<file path="config.mk">
export PLATFORM = sky130hd
export DESIGN_NAME = alu_branch_ctrl
export DESIGN_NICKNAME = d
export VERILOG_FILES = /design/src/rtl/alu_branch_ctrl.sv
export SDC_FILE = /design/constraint.sdc
export NUM_CORES = 1
export LEC_CHECK = 0
export CAP_MARGIN = 20
export CORE_ASPECT_RATIO = 0.6
export CORE_MARGIN = 5
export CORE_UTILIZATION = 50
export CTS_BUF_LIST = sky130_fd_sc_hd__clkbuf_4 sky130_fd_sc_hd__clkbuf_8
export CTS_CLUSTER_SIZE = 8
export DETAILED_ROUTE_END_ITERATION = 8
export DONT_BUFFER_PORTS = 1
export PLACE_DENSITY = 0.72
export SLEW_MARGIN = 20
export SYNTH_ARGS = -nofsm -noshare
export SYNTH_HDL_FRONTEND = slang
export SYNTH_SLANG_ARGS = --single-unit
</file>
<file path="constraint.sdc">
create_clock -name clk -period 4 [get_ports clk]
set_input_delay 0.8 -clock clk [delete_from_list [all_inputs] [get_ports clk]]
set_output_delay 0.8 -clock clk [all_outputs]
set_load 0.02 [all_outputs]
</file>
<file path="src/rtl/alu_branch_ctrl.sv">
// rtl/alu_branch_ctrl.sv - branch resolution sequencer driving the ALU compare (optional BRANCH_UNSIGNED_EN)
// Accepts branch/jump requests, issues SUB to the ALU, evaluates the condition and returns the next PC.
module alu_branch_ctrl #(
  parameter int DATA_WIDTH = 32,
  parameter int ADDR_WIDTH = 32
) (
  input  logic                  clk,
  input  logic                  rst_n,
  input  logic                  Req_Valid,
  output logic                  Req_Ready,
  input  logic [4:0]            Req_Op,
  input  logic [DATA_WIDTH-1:0] Req_Rs1,
  input  logic [DATA_WIDTH-1:0] Req_Rs2,
  input  logic [ADDR_WIDTH-1:0] Req_PC,
  input  logic [ADDR_WIDTH-1:0] Req_Offset,
  output logic [DATA_WIDTH-1:0] ALU_A,
  output logic [DATA_WIDTH-1:0] ALU_B,
  output logic [4:0]            ALU_Sel,
  input  logic [DATA_WIDTH-1:0] ALU_Out,
  input  logic                  CarryOut,
  input  logic                  Zero,
  input  logic                  Overflow,
  input  logic                  Negative,
  output logic                  Resp_Valid,
  input  logic                  Resp_Ready,
  output logic                  Resp_Taken,
  output logic [ADDR_WIDTH-1:0] Resp_NextPC,
  output logic                  Resp_Illegal,
  output logic [3:0]            Flags_Q
);

  localparam logic [4:0] OP_JUMP  = 5'b10010;
  localparam logic [4:0] OP_BEQ   = 5'b10011;
  localparam logic [4:0] OP_BNE   = 5'b10100;
  localparam logic [4:0] OP_BLT   = 5'b10101;
  localparam logic [4:0] OP_BGT   = 5'b10110;
  localparam logic [4:0] OP_BGE   = 5'b10111;
  localparam logic [4:0] OP_BLE   = 5'b11000;
  localparam logic [4:0] OP_BLTU  = 5'b11001;
  localparam logic [4:0] OP_BGEU  = 5'b11010;
  localparam logic [4:0] SEL_SUB  = 5'b00001;
  localparam logic [4:0] SEL_PASS = 5'b01111;

  typedef enum logic [1:0] {S_IDLE, S_ISSUE, S_RESOLVE, S_RESP} state_t;

  state_t                  state_q, state_d;
  logic [4:0]              op_q;
  logic [ADDR_WIDTH-1:0]   pc_q;
  logic [ADDR_WIDTH-1:0]   off_q;
  logic                    taken;
  logic                    illegal;
  logic                    lt;
  logic                    unused_alu_out;

  assign unused_alu_out = ^ALU_Out;

  function automatic logic is_cmp(input logic [4:0] op);
    case (op)
      OP_BEQ, OP_BNE, OP_BLT, OP_BGT, OP_BGE, OP_BLE: is_cmp = 1'b1;
`ifdef BRANCH_UNSIGNED_EN
      OP_BLTU, OP_BGEU: is_cmp = 1'b1;
`endif
      default: is_cmp = 1'b0;
    endcase
  endfunction

  assign Req_Ready = (state_q == S_IDLE);

  always_ff @(posedge clk or negedge rst_n) begin
    if (!rst_n) state_q <= S_IDLE;
    else        state_q <= state_d;
  end

  always_comb begin
    state_d = state_q;
    case (state_q)
      S_IDLE:    if (Req_Valid) state_d = is_cmp(Req_Op) ? S_ISSUE : S_RESOLVE;
      S_ISSUE:   state_d = S_RESOLVE;
      S_RESOLVE: state_d = S_RESP;
      S_RESP:    if (Resp_Ready) state_d = S_IDLE;
      default:   state_d = S_IDLE;
    endcase
  end

  // Flags_Q is {C,Z,V,N}; signed less-than is N^V after SUB.
  always_comb begin
    lt      = Flags_Q[1] ^ Flags_Q[0];
    taken   = 1'b0;
    illegal = 1'b0;
    case (op_q)
      OP_JUMP: taken = 1'b1;
      OP_BEQ:  taken = Flags_Q[2];
      OP_BNE:  taken = !Flags_Q[2];
      OP_BLT:  taken = lt;
      OP_BGE:  taken = !lt;
      OP_BGT:  taken = !Flags_Q[2] && !lt;
      OP_BLE:  taken = Flags_Q[2] || lt;
`ifdef BRANCH_UNSIGNED_EN
      OP_BLTU: taken = Flags_Q[3];
      OP_BGEU: taken = !Flags_Q[3];
`endif
      default: illegal = 1'b1;
    endcase
  end

  always_ff @(posedge clk or negedge rst_n) begin
    if (!rst_n) begin
      op_q         <= '0;
      pc_q         <= '0;
      off_q        <= '0;
      ALU_A        <= '0;
      ALU_B        <= '0;
      ALU_Sel      <= SEL_PASS;
      Flags_Q      <= '0;
      Resp_Valid   <= 1'b0;
      Resp_Taken   <= 1'b0;
      Resp_Illegal <= 1'b0;
      Resp_NextPC  <= '0;
    end else begin
      // ALU operands are only non-idle during the single ISSUE cycle.
      ALU_A   <= '0;
      ALU_B   <= '0;
      ALU_Sel <= SEL_PASS;
      case (state_q)
        S_IDLE: begin
          if (Req_Valid) begin
            op_q  <= Req_Op;
            pc_q  <= Req_PC;
            off_q <= Req_Offset;
            if (is_cmp(Req_Op)) begin
              ALU_A   <= Req_Rs1;
              ALU_B   <= Req_Rs2;
              ALU_Sel <= SEL_SUB;
            end
          end
        end
        S_ISSUE: Flags_Q <= {CarryOut, Zero, Overflow, Negative};
        S_RESOLVE: begin
          Resp_Taken   <= taken;
          Resp_Illegal <= illegal;
          Resp_NextPC  <= taken ? (pc_q + off_q) : (pc_q + ADDR_WIDTH'(4));
          Resp_Valid   <= 1'b1;
        end
        S_RESP: if (Resp_Ready) Resp_Valid <= 1'b0;
        default: ;
      endcase
    end
  end

endmodule

</file>
==> key figures <==
Logic synthesis
  • Post-synth top area share: 48.9%
  • Netlist Area Pre-Place: 0.00890 sq mm
  • Mean Syn Cell Area: 10.8 sq um
  • Cell variety after synth: 68
  • Ranking of synthesized cells by area: dfrtp_1, mux2_2, ha_1
  • Synth cell count leaders: dfrtp_1, mux2_2, and3_1, nor2_1, nand2_1
  • Mapped Nets: 1032
  • Synth area leader: dfrtp_1
  • Synth async-reset ratio: 100%
  • Count leader, synth: dfrtp_1
  • Flops & latches, synth: 175
  • Syn Inst Count: 822
  • Yosys warnings: 0
  • EDFF count, synth: 0
  • Synth Flop Type: dfrtp_1
  • Register area share after synthesis: 49.2%

GRT
  • Initial antenna violation count: 3
  • Congestion Overflow GR: 0
  • Overall global routing resource usage: 21.8%
  • Largest net degree at the start of global routing: 92
  • Global-route wire length before repair: 34.8 mm
  • Vias in the first global route: 5980

Min path
  • Hold WC Path Type: input port to async pin

Floorplanning
  • Core Footprint: 0.0173 sq mm
  • Die height: 113 microns
  • Row cnt: 37
  • Die area: 0.0207 sq mm
  • Starting density of the core: 51.4%
  • # IOs: 282
  • Chip width: 182 microns

Worst setup path
  • Worst path slowest cell: fa_1
  • Nature of the critical path startpoint: flop
  • CP top delay family: compound AO/OA/AOI/OAI gates
  • Buf+Inv Stages, Crit Path: 0
  • CP max FO: 3
  • CP max stage delay: 0.44 ns
  • Critical Setup Path Class: flop to flop
  • Worst Path Required: 4.37 ns
  • Critical Path, Cell by Cell: ha_1, fa_1, a211oi_1, o21a_1, o211a_1, o21bai_1, a31o_2, a31oi_1, nor2_1, mux2i_1, o221a_2
  • R2r setup slk: 0.81 ns
  • Arr. time, crit path: 3.56 ns
  • Critical path endpoint category: flop

Run
  • Max cap viols: 0

Route
  • Post-DR vias/cell: 5.91
  • WL final: 22.8 mm
  • ANT nets after route: 0
  • DR iter-0 viols: 479
  • DRT Pass-1 Iters: 5
  • Via count: 6225
  • Wirelength per Cell: 21.7 microns
  • Drc violations: 0

Place
  • Port-buffer cells: 0
  • Gpl congestion: 0.909
  • Dpl hpwl: 16.3 mm
  • Placed instance count: 1018

Power and ir drop
  • Pwr dens: 974 mW/mm^2
  • Peak supply drop: 0.459 mV
  • Design Power: 9300 uW
  • Pleak: 0.00449 uW

STA
  • RSZ-0062 raised after global routing: no
  • Clock Skews: 0.0177 ns
  • Fin Setup TNS: 0 ns
  • Final Cycle Share: 79.8%
  • Max Fclk: 313 MHz
  • Fin. Hold Viols: 0
  • Count of final max-slew check failures: 0
  • Least-Margin Pin Slew: 0.776 ns
  • Max-slew headroom: 48.1%
  • Min cycle time layout: 3.19 ns
  • Setup violators final: 0

Clocking
  • Clock slew at reported path FFs: 0.09 ns
  • Post-CTS Resized: 0
  • Root Driver: clkbuf_8
  • Clk_lat worst skew: 0.48 ns
  • Clk buf depth: 2
  • Htree depth: 4
  • Clock sink count: 175
  • CTS tree: yes
  • Total CTS buffers: 17

Run status
  • Outcome: finished, final reports clean

Cells and area
  • Area delta synth->final: 7.24%
  • N_diodes: 0
  • Non-filler cells, final: 1053
  • # nets final: 1016
  • Share of post-route cells with drive strength above 1: 16.7%
## kinds of logic (layout without fill, tap and decap cells)
group / count (synthesis) / after routing / synth area share [%]
AO/OA/AOI/OAI: 168 / 168 / 13.1
XOR/XNOR: 50 / 50 / 4.92
adder cells (fa/ha/maj): 37 / 37 / 5.29
buffers and inverters: 72 / 69 / 4.01
flip-flops: 175 / 175 / 49.2
multiplexers: 78 / 78 / 9.83
other: 2 / 2 / 0.0844
AND/OR/NAND/NOR: 240 / 240 / 13.6
## where the power goes
part,switching (uW),internal [uW]
Clock,651,743
Combinational,2600,2040
Sequential,888,2370
Total,4140,5150
## routing by layer
layer  track usage, %  wire length, microns  vias up
met5                0                    41        -
li1                 -                     -     2896
met1             32.8                 11000     3068
met2             29.7                  9520      222
met3             7.04                  1910       33
met4             6.50                   302        6
## cells in the final DEF, fill, tap and decap left out, types with 27 or more instances in the layout
| cell | n |
|---|---|
| mux2_2 | 74 |
| nor2_1 | 56 |
| o21ai_0 | 33 |
| ha_1 | 35 |
| a21oi_1 | 36 |
| nand2_1 | 50 |
| inv_1 | 28 |
| dfrtp_1 | 174 |
| and3_1 | 70 |
| xnor2_1 | 27 |
## worst paths after layout
kind                            start              end  depth (start not counted)
setup / recovery              pc_q[0]  Resp_NextPC[30]                         11
hold / removal                  rst_n        ALU_A[28]                          1
setup reg to reg              pc_q[0]  Resp_NextPC[30]                         11
hold reg to reg              off_q[5]         off_q[5]                          1
max in group asynchronous       rst_n  Resp_NextPC[25]                          1
min in group clk           Resp_Ready       Resp_Valid                          1
## through the flow
stage	util, %	hold WS [ns]	area [sq um]	setup slack (ns)
after floorplan	-	0.474	8900	1.24
after detailed placement	52.1	0.505	9020	0.865
final	55.1	0.140	9550	0.808
after CTS	55.1	0.112	9550	0.836
after global placement	52.1	0.494	9020	0.853
after global routing	55.1	0.116	9550	0.587
## what timing repair did
action	in CTS	in global routing
hold buffers	3	0
endpoints found under the hold margin	91	0
buffers inserted	0	0
setup endpoints to repair	0	0
## layout make-up
class | instances | area, sq um
flip-flops and latches | 175 | 4380
repair buffers | 9 | 133
clock buffers | 23 | 292
well taps | 234 | 293
fillers | 1535 | 7770
multi-input cells | 575 | 4190
inverters | 28 | 105
clock inverters | 9 | 156
## worst register-to-register path: cells and delay by family, from the launching register on
family                   cells  cell delay (ns)
AND/OR/NAND/NOR              1             0.10
adder cells (fa/ha/maj)      2             0.69
multiplexers                 1             0.13
flip-flops                   1             0.41
AO/OA/AOI/OAI                7             1.77
## sequential cells by signal, summed over array words and instances, names as in the netlist
name,cells
ALU_A,32
ALU_B,32
ALU_Sel,1
Flags_Q,4
Resp_Illegal,1
Resp_NextPC,32
Resp_Taken,1
Resp_Valid,1
off_q,32
op_q,5
pc_q,32
state_q,2
No activity file was read; power rests on OpenSTA's default activity.
